$ cat config.mk
export PLATFORM = sky130hd
export DESIGN_NAME = dm_port_arbiter
export DESIGN_NICKNAME = d
export VERILOG_FILES = /design/src/rtl/dm_port_arbiter.sv
export SDC_FILE = /design/constraint.sdc
export NUM_CORES = 1
export LEC_CHECK = 0
export BUFFER_PORTS_ARGS = -buffer_cell sky130_fd_sc_hd__buf_4
export CORE_MARGIN = 5
export CORE_UTILIZATION = 45
export DETAILED_ROUTE_END_ITERATION = 7
export GPL_TIMING_DRIVEN = 0
export PLACE_DENSITY = 0.84
export SLEW_MARGIN = 25
export SYNTH_ARGS = -nofsm -noshare
export SYNTH_HDL_FRONTEND = slang
export SYNTH_SLANG_ARGS = --single-unit
$ cat constraint.sdc
create_clock -name clk -period 6.5 [get_ports clk]
set_clock_uncertainty 0.2 [all_clocks]
set_input_delay 0 -clock clk [delete_from_list [all_inputs] [get_ports clk]]
set_output_delay 0 -clock clk [all_outputs]
set_load 0.05 [all_outputs]
$ cat src/rtl/dm_port_arbiter.sv
// Round-robin arbiter/sequencer sharing a single-port word memory between the
// pipeline memory stage (port 0) and a loader/debug port (port 1).
module dm_port_arbiter #(
    parameter int ADDR_W = 12
) (
    input  logic              clk,
    input  logic              reset,
    input  logic              m0_req,
    input  logic              m0_we,
    input  logic [2:0]        m0_op,
    input  logic [31:0]       m0_addr,
    input  logic [31:0]       m0_wdata,
    output logic              m0_ack,
    output logic [31:0]       m0_rdata,
    input  logic              m1_req,
    input  logic              m1_we,
    input  logic [2:0]        m1_op,
    input  logic [31:0]       m1_addr,
    input  logic [31:0]       m1_wdata,
    output logic              m1_ack,
    output logic [31:0]       m1_rdata,
    output logic              mem_en,
    output logic              mem_we,
    output logic [ADDR_W-1:0] mem_addr,
    output logic [31:0]       mem_wdata,
    input  logic [31:0]       mem_rdata,
    output logic              busy,
    output logic [1:0]        state_dbg
);
    // Handshake: a port raises req with stable fields and holds them until its
    // one-cycle ack; req sampled in IDLE always starts a new transaction.

    typedef enum logic [1:0] {
        S_IDLE  = 2'd0,
        S_ISSUE = 2'd1,
        S_WAIT  = 2'd2,
        S_DONE  = 2'd3
    } state_t;

    state_t      state, state_nx;
    logic        last, last_nx;
    logic        sel;
    logic        grant, win;
    logic        l_we;
    logic [2:0]  l_op;
    logic [31:0] l_addr;
    logic [31:0] l_wdata;
    logic        is_word, is_half, is_byte, is_signed;
    logic [31:0] merged;
    logic [31:0] load_val;
    logic        addr_hi_unused;

    assign addr_hi_unused = ^l_addr[31:ADDR_W+2];

    assign is_half   = (l_op == 3'd1) || (l_op == 3'd3);
    assign is_byte   = (l_op == 3'd2) || (l_op == 3'd4);
    assign is_word   = !is_half && !is_byte;
    assign is_signed = (l_op == 3'd1) || (l_op == 3'd2);

    always_comb begin
        state_nx = state;
        last_nx  = last;
        grant    = 1'b0;
        win      = 1'b0;
        case (state)
            S_IDLE: begin
                if (m0_req || m1_req) begin
                    grant    = 1'b1;
                    state_nx = S_ISSUE;
                    if (m0_req && m1_req) begin
                        win     = ~last;
                        last_nx = ~last;
                    end else begin
                        win = m1_req;
                    end
                end
            end
            S_ISSUE: state_nx = (l_we && is_word) ? S_DONE : S_WAIT;
            S_WAIT:  state_nx = S_DONE;
            default: state_nx = S_IDLE;
        endcase
    end

    // Read-modify-write merge: only the addressed lane takes store data.
    always_comb begin
        merged = mem_rdata;
        if (is_byte) begin
            merged[{l_addr[1:0], 3'b000} +: 8] = l_wdata[7:0];
        end else if (is_half) begin
            merged[{l_addr[1], 4'b0000} +: 16] = l_wdata[15:0];
        end
    end

    always_comb begin
        load_val = mem_rdata;
        if (is_byte) begin
            load_val[7:0]  = mem_rdata[{l_addr[1:0], 3'b000} +: 8];
            load_val[31:8] = {24{is_signed & load_val[7]}};
        end else if (is_half) begin
            load_val[15:0]  = mem_rdata[{l_addr[1], 4'b0000} +: 16];
            load_val[31:16] = {16{is_signed & load_val[15]}};
        end
    end

    always_comb begin
        mem_en    = 1'b0;
        mem_we    = 1'b0;
        mem_addr  = '0;
        mem_wdata = '0;
        case (state)
            S_ISSUE: begin
                mem_en   = 1'b1;
                mem_addr = l_addr[ADDR_W+1:2];
                if (l_we && is_word) begin
                    mem_we    = 1'b1;
                    mem_wdata = l_wdata;
                end
            end
            S_WAIT: begin
                mem_addr = l_addr[ADDR_W+1:2];
                if (l_we) begin
                    mem_en    = 1'b1;
                    mem_we    = 1'b1;
                    mem_wdata = merged;
                end
            end
            default: ;
        endcase
    end

    always_ff @(posedge clk) begin
        if (reset) begin
            state    <= S_IDLE;
            last     <= 1'b1;
            sel      <= 1'b0;
            l_we     <= 1'b0;
            l_op     <= 3'd0;
            l_addr   <= '0;
            l_wdata  <= '0;
            m0_ack   <= 1'b0;
            m1_ack   <= 1'b0;
            m0_rdata <= '0;
            m1_rdata <= '0;
        end else begin
            state  <= state_nx;
            last   <= last_nx;
            m0_ack <= (state_nx == S_DONE) && !sel;
            m1_ack <= (state_nx == S_DONE) && sel;
            if (grant) begin
                sel     <= win;
                l_we    <= win ? m1_we    : m0_we;
                l_op    <= win ? m1_op    : m0_op;
                l_addr  <= win ? m1_addr  : m0_addr;
                l_wdata <= win ? m1_wdata : m0_wdata;
            end
            if (state == S_WAIT && !l_we) begin
                if (sel) m1_rdata <= load_val;
                else     m0_rdata <= load_val;
            end
        end
    end

    assign busy      = (state != S_IDLE);
    assign state_dbg = state;

endmodule

==> flow_results.xml <==
<?xml version="1.0" encoding="UTF-8"?>
<metrics>
  <group name="status">
    <metric name="outcome" unit="">complete, no violations</metric>
  </group>
  <group name="finish">
    <metric name="layout-drive-gt1-share" unit="">0.3130</metric>
    <metric name="final_nets" unit="">1267</metric>
    <metric name="stdcell_count" unit="">1279</metric>
    <metric name="final_core_utilization" unit="">0.7584</metric>
    <metric name="syn2layout_area_growth" unit="%">65.47</metric>
    <metric name="final_cell_mix" unit="">buf_4 (254), dlygate4sd3_1 (141), dfxtp_1 (120)</metric>
    <metric name="mostFrequentLayoutCell" unit="">buf_4</metric>
    <metric name="num_antenna_cells" unit="">0</metric>
  </group>
  <group name="worst_setup_path">
    <metric name="worstSetupPathDepth" unit="">9</metric>
    <metric name="critical_path.most_common_cell" unit="">buf_2</metric>
    <metric name="cp.required" unit="ps">6300</metric>
    <metric name="cp-start-kind" unit="">register</metric>
    <metric name="largest_driver_fanout_on_the_critical_path" unit="">10</metric>
    <metric name="critPathCaptureType" unit="">primary output</metric>
    <metric name="slowest_cell_on_crit_path" unit="">nor2_1</metric>
    <metric name="worst_ep_arrival_time" unit="ps">3040</metric>
    <metric name="path_buf_inv" unit="">4</metric>
    <metric name="r2r_cells" unit="">8</metric>
    <metric name="critical_path.max_stage_delay" unit="ps">440</metric>
    <metric name="ordered_list_of_cells_on_the_worst_path" unit="">buf_2 -&gt; buf_2 -&gt; inv_1 -&gt; ha_1 -&gt; nand2b_1 -&gt; nor2_1 -&gt; a22oi_1 -&gt; o2bb2ai_1 -&gt; buf_4</metric>
    <metric name="cp_top_family" unit="">buffers and inverters</metric>
    <metric name="critical_path_class" unit="">reg -&gt; out</metric>
  </group>
  <group name="drt">
    <metric name="routed_vias_inst" unit="">5.901</metric>
    <metric name="post-route-drc-count" unit="">0</metric>
    <metric name="detailroute.via_count" unit="">7548</metric>
    <metric name="postRouteWirelength" unit="um">27300</metric>
    <metric name="drt_iter0_drc" unit="">698</metric>
    <metric name="routedWlPerCell" unit="um">21.35</metric>
    <metric name="antenna_violating_nets_post_route" unit="">0</metric>
    <metric name="drt-pass1-iter-count" unit="">7</metric>
  </group>
  <group name="power_and_ir_drop">
    <metric name="irDropWorstVdd" unit="V">0.0002176</metric>
    <metric name="power.density" unit="mW/mm2">378.0</metric>
    <metric name="power.leakage" unit="nW">4.953</metric>
  </group>
  <group name="logic_synthesis">
    <metric name="ys_ff_latch" unit="">120</metric>
    <metric name="synthesis.yosys.warnings" unit="">0</metric>
    <metric name="number_of_enable_flip_flop_cells_after_synthesis" unit="">0</metric>
    <metric name="synth.yosys.seq_area_share" unit="">0.3776</metric>
    <metric name="avgSynthCellArea" unit="um2">9.412</metric>
    <metric name="synth.cell_area" unit="mm2">0.006362</metric>
    <metric name="main_synth_ff_type" unit="">dfxtp_1</metric>
    <metric name="async_reset_ff_frac" unit="">0</metric>
    <metric name="syn_nets" unit="">857</metric>
    <metric name="number_of_distinct_library_cell_variants_in_the_gate_level_netlist_after_synthesis" unit="">52</metric>
    <metric name="synthCells" unit="">676</metric>
  </group>
  <group name="placement">
    <metric name="place_hpwl" unit="um">17720</metric>
    <metric name="place_inst" unit="">1106</metric>
    <metric name="globalplace.congestion" unit="">0.9560</metric>
    <metric name="numPortBuffers" unit="">250</metric>
  </group>
  <group name="min_path">
    <metric name="hold_path_depth" unit="">4</metric>
    <metric name="worst_hold_path_type" unit="">in -&gt; reg</metric>
  </group>
  <group name="timing">
    <metric name="slew_viol_final" unit="">0</metric>
    <metric name="achievable-frequency" unit="GHz">0.3086</metric>
    <metric name="fin_setup_tns" unit="ps">0</metric>
    <metric name="timing.final.crit_period" unit="ps">3241</metric>
    <metric name="maxSlewHeadroom" unit="">0.4946</metric>
    <metric name="setup_viol_count_final" unit="">0</metric>
    <metric name="rsz0062_at_grt" unit="">false</metric>
    <metric name="final.period_utilization" unit="">0.4985</metric>
    <metric name="timing_hold_violations_final" unit="">0</metric>
    <metric name="max_slew.worst_pin.slew" unit="ps">755.3</metric>
  </group>
  <group name="global_routing">
    <metric name="grt.total_usage" unit="">0.3174</metric>
    <metric name="grt_first_pass_wirelength" unit="um">40840</metric>
    <metric name="pin_count_of_the_biggest_net_entering_global_routing" unit="">17</metric>
    <metric name="first_global_vias" unit="">7491</metric>
    <metric name="globalRouteOverflowTotal" unit="">0</metric>
    <metric name="antenna_found_initial" unit="">0</metric>
  </group>
  <group name="clocking">
    <metric name="cts_tree" unit="">yes</metric>
    <metric name="htreeDepth" unit="">4</metric>
    <metric name="cts_inserted_buffers" unit="">17</metric>
    <metric name="clock-root-buffer" unit="">clkbuf_16</metric>
    <metric name="numClockSinks" unit="">120</metric>
    <metric name="cts.clk_slew.worst_paths" unit="ps">60</metric>
    <metric name="max-clock-path-buffers" unit="">2</metric>
    <metric name="clock_insertion_delay_worst_skew" unit="ps">430</metric>
  </group>
  <group name="die">
    <metric name="dieArea" unit="mm2">0.01662</metric>
    <metric name="design.core.area" unit="mm2">0.01388</metric>
    <metric name="num_rows" unit="">43</metric>
    <metric name="die_h" unit="um">128.9</metric>
    <metric name="die_w" unit="um">128.9</metric>
    <metric name="initial_utilization" unit="">0.4584</metric>
    <metric name="num_io_pins" unit="">287</metric>
  </group>
  <group name="run">
    <metric name="drv_cap" unit="">0</metric>
  </group>
</metrics>
final timing paths:
check	start	to	slack, ps
min	mem_rdata[12]	m1_rdata[12]	7
max reg2reg	l_op[0]	m1_rdata[5]	3400
max	l_addr[1]	mem_wdata[14]	3260
min reg2reg	m0_rdata[5]	m0_rdata[5]	260
Yosys cell counts, types with 2 or more instances:
cell,number,area (um2)
nand3_1,6,30.03
mux2_2,15,168.9
a211oi_2,8,100.1
a211oi_1,58,435.4
and2_1,12,75.07
ha_1,9,112.6
o21ai_0,38,190.2
a22o_1,40,350.3
buf_6,5,56.30
mux2i_1,66,660.6
o221ai_1,8,70.07
dfxtp_1,120,2402
a22oi_1,7,52.55
and3b_1,3,26.28
and3_1,10,62.56
buf_2,15,75.07
buf_4,4,30.03
nand2b_1,7,43.79
inv_1,6,22.52
nand2_1,54,202.7
a21oi_1,13,65.06
nor2_4,2,22.52
or3_1,2,12.51
nor2_1,75,281.5
o2bb2ai_1,8,70.07
mux4_2,7,157.7
clkbuf_1,30,112.6
nor3b_1,2,15.01
nor2b_1,14,87.58
a221o_1,10,100.1
cell type report:
class | count | area (um2)
Timing Repair Buffer | 391 | 3288
Multi-Input combinational cell | 496 | 3664
Fill cell | 914 | 3353
Clock inverter | 14 | 222.7
Tap cell | 180 | 225.2
Clock buffer | 18 | 429.2
Sequential cell | 120 | 2402
Inverter | 6 | 22.52
Buffer | 54 | 274.0
cell families (layout without fill, tap and decap cells):
logic type	count (synthesis)	count (layout)	share of synthesized area
and+or+nand+nor	195	195	0.1485
AOI/OAI and AO/OA	200	200	0.2450
muxes	89	89	0.1593
xor gates and xnor gates	3	3	0.005311
buffers and inverters	60	483	0.04661
adders and majority gates	9	9	0.01770
DFF	120	120	0.3776
flip-flops by register name, indices dropped and copies added, names as in the netlist:
signal,count
l_addr,14
l_op,3
l_wdata,32
l_we,1
last,1
m0_ack,1
m0_rdata,32
m1_ack,1
m1_rdata,32
sel,1
state_dbg,2
worst min-delay path: stages:
cell and delay, ps:
buf_4 120, mux2_2 150, nand2_1 110, a211oi_2 200
metrics by stage:
| step | setup slack (ps) | hold WS, ps | cell area, um2 | power (mW) |
|---|---|---|---|---|
| floorplan | 3714 | 1.524 | 6362 | 2.211 |
| global placement | 3776 | 145.2 | 8464 | 2.696 |
| detailed placement | 3816 | 152.8 | 8464 | 2.723 |
| CTS | 3363 | 0.1968 | 10530 | 3.902 |
| global route | 3078 | 23.09 | 10530 | 4.132 |
| finish | 3259 | 7.262 | 10530 | 3.980 |
power breakdown:
| group | leakage [nW] | internal, mW | total [mW] | switching (mW) |
|---|---|---|---|---|
| logic | 3.66 | 0.708 | 1.87 | 1.17 |
| clock network | 0.311 | 0.682 | 1.05 | 0.365 |
| registers | 0.982 | 0.910 | 1.06 | 0.149 |
repair_timing:
action                                  CTS  global route
endpoints found under the hold margin   110             0
gates resized for setup                   0             0
buffers inserted                          0             0
endpoints found under the setup margin    0             0
hold buffers                            141             0
per-layer routing:
layer,global-route usage,share of wire,up-vias
met5,0,0,-
met4,0.1285,0.045,0
met3,0.08676,0.10,138
met2,0.5576,0.49,544
met1,0.3639,0.37,3525
li1,-,-,3341
Power figures use the tool's default switching activity.
